### config.mk
export PLATFORM = sky130hd
export DESIGN_NAME = s2p_shift_reg
export DESIGN_NICKNAME = d
export VERILOG_FILES = /design/src/rtl/s2p_shift_reg.sv
export SDC_FILE = /design/constraint.sdc
export NUM_CORES = 1
export LEC_CHECK = 0
export CAP_MARGIN = 0
export CORE_MARGIN = 3
export CORE_UTILIZATION = 42
export DETAILED_ROUTE_END_ITERATION = 10
export PLACE_DENSITY_LB_ADDON = 0.15
export SYNTH_ARGS = -nofsm -noshare
export SYNTH_HDL_FRONTEND = slang
export SYNTH_SLANG_ARGS = --single-unit
### constraint.sdc
create_clock -name clk -period 1.5 [get_ports clk]
set_input_delay 0.15 -clock clk [delete_from_list [all_inputs] [get_ports clk]]
set_output_delay 0.15 -clock clk [all_outputs]
set_load 0.005 [all_outputs]
### src/rtl/s2p_shift_reg.sv
// ---------------------------------------------------------------------------------------------
// s2p_shift_reg: serial-to-parallel converter with a registered word output and a valid/ready
// handshake.
//
// Serial bits are sampled on rising clk edges where en=1 and assembled into a WIDTH-bit word.
// When the last bit of a frame is accepted, the finished word goes straight into par_q and
// par_valid rises on that same edge. Frames can follow each other with no idle edge.
//
// If a word completes while par_q still holds an unconsumed word, the new word is dropped and
// the sticky overflow flag is set.
//
// Build option (macro S2P_PARITY_EN):
//   Each frame carries one parity bit after the WIDTH data bits. The parity bit is not stored
//   in par_q. It is checked against the data, and the result appears on parity_err.
//
// Parameters:
//   WIDTH      - parallel word width in bits (>= 2)
//   MSB_FIRST  - 1: the first received bit ends up in par_q[WIDTH-1]
//                0: the first received bit ends up in par_q[0]
//   PARITY_ODD - 0: even parity, 1: odd parity (only used with S2P_PARITY_EN)
//
// Ports:
//   clk        - clock; all state changes on its rising edge
//   rst_n      - synchronous active-low reset
//   d          - serial data bit
//   en         - bit enable; d is sampled only when en=1
//   clr        - synchronous flush of the partial frame and of the overflow flag
//   par_q      - assembled parallel word (registered)
//   par_valid  - par_q holds a word that has not been consumed yet
//   par_ready  - downstream takes par_q on an edge where par_valid=1 and par_ready=1
//   bit_cnt    - number of bits received so far in the current frame
//   overflow   - sticky; set when a completed word had to be dropped
//   parity_err - parity mismatch for the word in par_q (S2P_PARITY_EN only)
// ---------------------------------------------------------------------------------------------
module s2p_shift_reg #(
  parameter int unsigned WIDTH      = 8,
  parameter int unsigned MSB_FIRST  = 1,
  parameter int unsigned PARITY_ODD = 0,
  localparam int unsigned CntW      = $clog2(WIDTH + 1)
) (
  input  logic             clk,
  input  logic             rst_n,
  input  logic             d,
  input  logic             en,
  input  logic             clr,
  output logic [WIDTH-1:0] par_q,
  output logic             par_valid,
  input  logic             par_ready,
  output logic [CntW-1:0]  bit_cnt,
`ifdef S2P_PARITY_EN
  output logic             parity_err,
`endif
  output logic             overflow
);

`ifdef S2P_PARITY_EN
  localparam int unsigned FrameLen = WIDTH + 1;
`else
  localparam int unsigned FrameLen = WIDTH;
`endif
  localparam logic [CntW-1:0] LastCnt = CntW'(FrameLen - 1);

  // State registers
  logic [WIDTH-1:0] r_shreg;
  logic [CntW-1:0]  r_bit_cnt;
  logic [WIDTH-1:0] r_par_q;
  logic             r_par_valid;
  logic             r_overflow;

  // Next-state values
  logic [WIDTH-1:0] w_shreg_next;
  logic [CntW-1:0]  w_bit_cnt_next;
  logic [WIDTH-1:0] w_par_q_next;
  logic             w_par_valid_next;
  logic             w_overflow_next;

  // Decoded events for this edge
  logic             w_accept;
  logic             w_last;
  logic             w_consume;
  logic             w_can_load;
  logic [WIDTH-1:0] w_shifted;
  logic [WIDTH-1:0] w_word;

  // Pick the shift direction at elaboration time.
  // Each branch then only reads the bits it actually needs.
  if (MSB_FIRST != 0) begin : g_msb_first
    assign w_shifted = {r_shreg[WIDTH-2:0], d};
  end else begin : g_lsb_first
    assign w_shifted = {d, r_shreg[WIDTH-1:1]};
  end

  assign w_accept  = en & ~clr;
  assign w_last    = w_accept & (r_bit_cnt == LastCnt);
  assign w_consume = r_par_valid & par_ready;
  // The output slot is free if it is empty or is being consumed on this same edge.
  assign w_can_load = ~r_par_valid | par_ready;

`ifdef S2P_PARITY_EN
  logic r_parity_err;
  logic w_parity_err_next;
  logic w_parity_calc;

  // On the last edge of a frame d carries the parity bit and r_shreg already holds all the
  // data bits.
  assign w_word        = r_shreg;
  assign w_parity_calc = (^r_shreg) ^ d ^ (PARITY_ODD != 0);
`else
  // PARITY_ODD only matters when parity is built in.
  logic w_unused_parity_odd;
  assign w_unused_parity_odd = (PARITY_ODD != 0);

  // The last data bit arrives on the completion edge, so it is taken from the shifted value.
  assign w_word = w_shifted;
`endif

  always_comb begin
    w_shreg_next     = r_shreg;
    w_bit_cnt_next   = r_bit_cnt;
    w_par_q_next     = r_par_q;
    w_par_valid_next = r_par_valid;
    w_overflow_next  = r_overflow;
`ifdef S2P_PARITY_EN
    w_parity_err_next = r_parity_err;
`endif

    // A consume always lowers par_valid, even during clr.
    // A completion on the same edge raises it again below.
    if (w_consume) begin
      w_par_valid_next = 1'b0;
    end

    if (clr) begin
      w_shreg_next    = '0;
      w_bit_cnt_next  = '0;
      w_overflow_next = 1'b0;
    end else if (w_accept) begin
      if (w_last) begin
        w_bit_cnt_next = '0;
`ifndef S2P_PARITY_EN
        w_shreg_next   = w_shifted;
`endif
        if (w_can_load) begin
          w_par_q_next     = w_word;
          w_par_valid_next = 1'b1;
`ifdef S2P_PARITY_EN
          w_parity_err_next = w_parity_calc;
`endif
        end else begin
          // The output slot is still full: drop the new word and keep the old one.
          w_overflow_next = 1'b1;
        end
      end else begin
        w_bit_cnt_next = r_bit_cnt + CntW'(1);
        w_shreg_next   = w_shifted;
      end
    end
  end

  always_ff @(posedge clk) begin
    if (!rst_n) begin
      r_shreg     <= '0;
      r_bit_cnt   <= '0;
      r_par_q     <= '0;
      r_par_valid <= 1'b0;
      r_overflow  <= 1'b0;
    end else begin
      r_shreg     <= w_shreg_next;
      r_bit_cnt   <= w_bit_cnt_next;
      r_par_q     <= w_par_q_next;
      r_par_valid <= w_par_valid_next;
      r_overflow  <= w_overflow_next;
    end
  end

`ifdef S2P_PARITY_EN
  always_ff @(posedge clk) begin
    if (!rst_n) begin
      r_parity_err <= 1'b0;
    end else begin
      r_parity_err <= w_parity_err_next;
    end
  end

  assign parity_err = r_parity_err;
`endif

  assign par_q     = r_par_q;
  assign par_valid = r_par_valid;
  assign bit_cnt   = r_bit_cnt;
  assign overflow  = r_overflow;

endmodule

==> results of run 1 <==
through the flow:
stage / area (sq um) / util / setup slack, ns / power (mW) / TNS, ns
detailed placement: 1110 / 0.616 / -0.0636 / 0.631 / -0.409
floorplan: 856 / - / 0.00442 / 0.603 / 0
global route: 1160 / 0.643 / -0.0393 / 0.927 / -0.244
CTS: 1140 / 0.631 / 0.00550 / 0.893 / 0
global placement: 1110 / 0.616 / -0.0535 / 0.630 / -0.246
finish: 1160 / 0.643 / 0.0343 / 0.879 / 0
area by class of cell:
class / instances / area (sq um)
fill: 167 / 643
sequential: 21 / 428
multi-input combinational: 61 / 410
timing repair buffer: 27 / 263
tap: 25 / 31.3
clock buffer: 4 / 26.3
cells by family (layout without fill, tap and decap cells):
kind of cell,Yosys count,in the layout,synth area share
DFF,21,21,0.503
xor gates and xnor gates,1,1,0.0105
buffers and inverters,4,31,0.0209
AOI/OAI and AO/OA,4,4,0.0329
and+or+nand+nor,39,39,0.226
muxes,16,16,0.192
adders and majority gates,1,1,0.0150
final timing paths:
kind | startpoint | end | slack [ns] | cells after the start
setup reg to reg | bit_cnt[1] | par_q[6] | 0.03 | 5
hold reg to reg | par_q[1] | par_q[1] | 0.46 | 2
hold / removal | par_q[1] | par_q[1] | 0.46 | 2
setup / recovery | bit_cnt[1] | par_q[6] | 0.03 | 5
layout by cell type (no fill, tap or decap), drive strengths merged:
| master | count |
|---|---|
| dfxtp | 21 |
| nand2 | 19 |
| clkdlybuf4s50 | 19 |
| mux2i | 16 |
| nor2 | 11 |
| buf | 8 |
| clkbuf | 4 |
| nand2b | 2 |
| or3b | 2 |
| nor2b | 1 |
| nor3 | 1 |
| nand4 | 1 |
| or3 | 1 |
| a21oi | 1 |
| o21a | 1 |
| nor3b | 1 |
| a41oi | 1 |
| xor2 | 1 |
| o22ai | 1 |
| ha | 1 |
what timing repair did:
item,4_1_cts,5_1_grt
buffers inserted,0,3
hold buffers,0,0
endpoints found under the setup margin,0,8
worst register-to-register path, stage by stage, from the launching register on:
cell	delay (ns)
dfxtp_4	0.39
ha_4	0.14
or3b_4	0.39
nor3_4	0.15
buf_12	0.16
mux2i_1	0.18
power by group through the flow:
stage / logic [mW] / clock network [mW] / registers, mW
finish: 0.0590 / 0.259 / 0.561
global route: 0.0647 / 0.300 / 0.562
CTS: 0.0566 / 0.275 / 0.562
detailed placement: 0.0562 / 0 / 0.575
global placement: 0.0555 / 0 / 0.574
floorplan: 0.0286 / 0 / 0.574
routing by layer:
layer | global-route usage | up-vias | wire [microns]
met1 | 0.176 | 280 | 776
met2 | 0.207 | 15 | 667
li1 | - | 341 | -
met5 | 0 | - | 0
met4 | 0.0538 | 0 | 12
met3 | 0.0415 | 2 | 79
state kept, by name, indices dropped and copies added, names as in the netlist:
name       count
overflow       1
par_valid      1
r_shreg        7
par_q          8
bit_cnt        4
==> out/results.ini, run 1 <==
[synthesis]
synth_area_sq_um = 836
yosysMostFrequentCell = dfxtp_1
syn_area_per_cell_sq_um = 9.72
postSynthCellCount = 86
synthTopCellsByCount = dfxtp_1, nand2_1, mux2i_1
synth_area_leaders = dfxtp_1, mux2i_1, nand2_1
yosys.area.top_type = dfxtp_1
yosys_warnings = 0
synth-seq-cells = 21
async_reset_ff_frac = 0
ys.flop_type = dfxtp_1
ys_seq_area_frac = 0.503
synth_nets = 93
synth_top_area_frac = 0.503
synth_enable_flop_cells = 0
ys_types = 21

[layout]
syn2layout_area_growth_pct = 38.6
nets = 121
finalNonFillerCells = 138
num_antenna_cells = 0
drive_above_1_share = 0.159

[placement]
dp_hpwl_microns = 1120
placedCellCount = 131
gp_congestion = 0.751
portBuffers = 19

[power]
p_leak_nw = 0.408
ir_drop_uv = 603
seq_power_share = 0.638
switching_share = 0.212
p_switching_uw = 186
clockPowerShare = 0.294
p_per_area_nw_per_um2 = 759
p_comb_frac = 0.067
p_int_uw = 693

[drt]
drtPass1Iterations = 4
viasPerCell = 4.62
wl_microns = 1540
route.detailed.drc = 0
route.detailed.wl_per_inst_microns = 11.1
drtIter0Drc = 4
vias = 638
ant_nets = 0

[run]
max_cap_violations = 0

[sta]
finalMaxSlewViolations = 0
hold_slack_ns = 0.464
worst_slew_pin_slew_ns = 0.331
period_needed_ns = 1.47
clock.fmax_mhz = 682
fin_crit_sh = 0.977
finalClockSkew_ns = 0.00800
rsz0062_at_grt = true
hold_violations = 0
maxSlewHeadroom = 0.779
setup_viol = 0

[clock_network]
worstSkewPairLatency_ns = 0.29
cts-buffers-inserted = 3
clock-sinks = 21
cts_tree = built
cts-root-buf = clkbuf_4
cts_resized = 0
cts_buffer_depth = 2
cts-htree-levels = 1
cts.clk_slew.worst_paths_ns = 0.11

[die]
row_count = 15
die_area_sq_um = 2560
core_area_sq_um = 1800
dieHeight_microns = 50.6
die_width_microns = 50.6
top_level_ports = 20
start_util = 0.464

[global_routing]
antenna_found_initial = 0
grt_pass1_vias = 594
grt.overflow.total = 0
grt_max_degree = 18
grt_first_pass_wirelength_microns = 2660
grt.total_usage = 0.135

[setup_path]
critPathLaunchType = register
critPathMaxFanout = 8
critPathSlowestCell = dfxtp_4
critPathKind = reg -> reg
crit_chain = ha_4 > or3b_4 > nor3_4 > buf_12 > mux2i_1
endpoint_kind = register
critPathBufInv = 1
critical-path-max-stage-delay_ns = 0.39
crit_family = simple AND/OR/NAND/NOR gates
crit_required_ns = 1.72
cp.arrival_ns = 1.69

[min_path]
hp-class = reg -> reg

[outcome]
status = complete, no violations

No activity file was read; power rests on OpenSTA's default activity.
==> run 2: changes to the inputs <==
Settings changed: SETUP_SLACK_MARGIN from default to 0.2.
==> run 2 against run 1 <==
- sequential power is essentially flat
- first-iteration DRC count rose to 3.3 times the previous value
- non-clock buffer count rose by 3
- cell count rose by 2.2%
- critical path type unchanged
- largest cell class unchanged
==> out/results.ini, run 2 (synthesis results as in run 1) <==
[sta]
maxSlewHeadroom = 0.769  ; -0.0100
worst_slew_pin_slew_ns = 0.346  ; +0.0150 ns
period_needed_ns = 1.46  ; -0.00366 ns
finalSetupTns_ns = 0  ; unchanged
rsz0062_at_grt = true
finalMaxSlewViolations = 0  ; unchanged
finalClockSkew_ns = 0.00677  ; -0.00124 ns
fin_crit_sh = 0.975  ; -0.00244
setup_viol = 0  ; unchanged
hold_violations = 0  ; unchanged
hold_slack_ns = 0.452  ; -0.0125 ns
clock.fmax_mhz = 684  ; +0.25%

[die]
top_level_ports = 20  ; unchanged
dieHeight_microns = 50.6  ; unchanged
start_util = 0.464  ; unchanged
row_count = 15  ; unchanged
core_area_sq_um = 1800  ; unchanged
die_area_sq_um = 2560  ; unchanged
die_width_microns = 50.6  ; unchanged

[setup_path]
critPathLaunchType = register
crit_required_ns = 1.72  ; about the same
critPathMaxFanout = 8  ; unchanged
critPathKind = reg -> reg
cp.arrival_ns = 1.68  ; about the same
endpoint_kind = register
setup.worst_path.start = bit_cnt[1]
r2r_start = bit_cnt[1]

[drt]
drtIter0Drc = 13  ; +9
route.detailed.wl_per_inst_microns = 11.5  ; +3.8%
route.detailed.drc = 0  ; unchanged
wl_microns = 1630  ; +6.1%
viasPerCell = 4.70  ; +1.6%
ant_nets = 0  ; unchanged
drtPass1Iterations = 4  ; unchanged
vias = 662  ; +3.8%

[layout]
drive_above_1_share = 0.284  ; +0.125
finalNonFillerCells = 141  ; +2.2%
mostFrequentLayoutCell = nand2_1
nets = 124  ; +2.5%
num_antenna_cells = 0  ; unchanged
largest_reg_flops = 8  ; unchanged
syn2layout_area_growth_pct = 46.3
final_cell_mix = nand2_1, mux2i_1, nor2_1, dfxtp_2

[clock_network]
worstSkewPairLatency_ns = 0.29  ; about the same
cts-hold-fix-buffers = 0  ; unchanged
cts-root-buf = clkbuf_4
clock-sinks = 21  ; unchanged
cts_tree = built
cts-htree-levels = 1  ; unchanged
cts-buffers-inserted = 3  ; unchanged
cts_buffer_depth = 2  ; unchanged
cts.clk_slew.worst_paths_ns = 0.11  ; about the same

[global_routing]
grt.total_usage = 0.141  ; +0.00623
antenna_found_initial = 0  ; unchanged
grt.overflow.total = 0  ; unchanged
gr-usage-met2 = 0.213  ; +0.00652
grt_util_met3 = 0.0415  ; unchanged
grt_max_degree = 18  ; unchanged
busiest_layer = met2
grt_util_met1 = 0.189  ; +0.0129
grt_pass1_vias = 610  ; +2.7%
grt_first_pass_wirelength_microns = 2760  ; +3.9%

[min_path]
hp-class = in -> reg
worst_hold_startpoint = d

[outcome]
status = complete, no violations

[placement]
placedCellCount = 131  ; unchanged
gp_congestion = 0.751  ; unchanged
portBuffers = 19  ; unchanged
dp_hpwl_microns = 1120  ; unchanged

[power]
p_leak_nw = 0.638  ; +57%
ir_drop_uv = 605  ; +0.30%
p_per_area_nw_per_um2 = 720  ; -5.1%

[run]
max_cap_violations = 0  ; unchanged

[run 2: cell count changes in the layout (fill, tap and decap cells not counted)]
cell / delta
or3_4: +1
buf_4: +3
a21oi_2: +1
clkdlybuf4s50_1: -14
dlygate4sd2_1: +4
a21oi_1: -1
dfxtp_2: +11
or3_2: -1
dlymetal6s2s_1: +10
dfxtp_1: -11
[run 2: area by class of cell]
cell class                      count  area [sq um]
Fill cell                         164           579
Sequential cell                    21           442
Multi-Input combinational cell     61           418
Timing Repair Buffer               30           305
Tap cell                           25          31.3
Clock buffer                        4          26.3
[run 2: routing by layer]
metal | share of wire | vias up
met2 | 0.44 | 22
li1 | - | 348
met5 | 0 | -
met1 | 0.49 | 290
met3 | 0.060 | 2
met4 | 0.0074 | 0
[run 2: stage by stage]
step                      total power [mW]  area [sq um]  utilization  worst slack (ns)
after global placement               0.630          1110        0.616           -0.0535
after global routing                 0.928          1220        0.678           -0.0416
after floorplan                      0.603           856            -           0.00442
after CTS                            0.896          1180        0.653            0.0305
final                                0.881          1220        0.678            0.0380
after detailed placement             0.631          1110        0.616           -0.0636
[run 2: power breakdown]
part	switching, mW	internal [mW]	leakage (nW)
logic	0.0281	0.0322	0.447
clock network	0.156	0.103	0.0150
registers	0.00316	0.558	0.177
total	0.188	0.693	0.638
[run 2: what timing repair did]
item	4_1_cts	5_1_grt
pin swaps	0	0
gates cloned	0	0
endpoints found under the setup margin	17	21
endpoints found under the hold margin	0	0
gates resized for setup	10	17
buffers inserted	5	1
[run 2: final timing paths]
path | to | slack, ns | depth (start not counted)
max | par_q[6] | 0.04 | 5
min | par_q[0] | 0.45 | 3
max reg2reg | par_q[6] | 0.04 | 5
min reg2reg | par_q[0] | 0.46 | 2
[run 2: critical path, stage by stage (launching register included)]
cell and delay (ns):
dfxtp_4 0.38, ha_4 0.13, or3b_4 0.39, nor3_4 0.15, buf_12 0.15, mux2i_1 0.18
==> run 3: changes to the inputs <==
Settings changed: CAP_MARGIN 0 to default.
==> results of run 3 <==
Same layout as run 2: the final DEF is identical, and so are final timing and power.
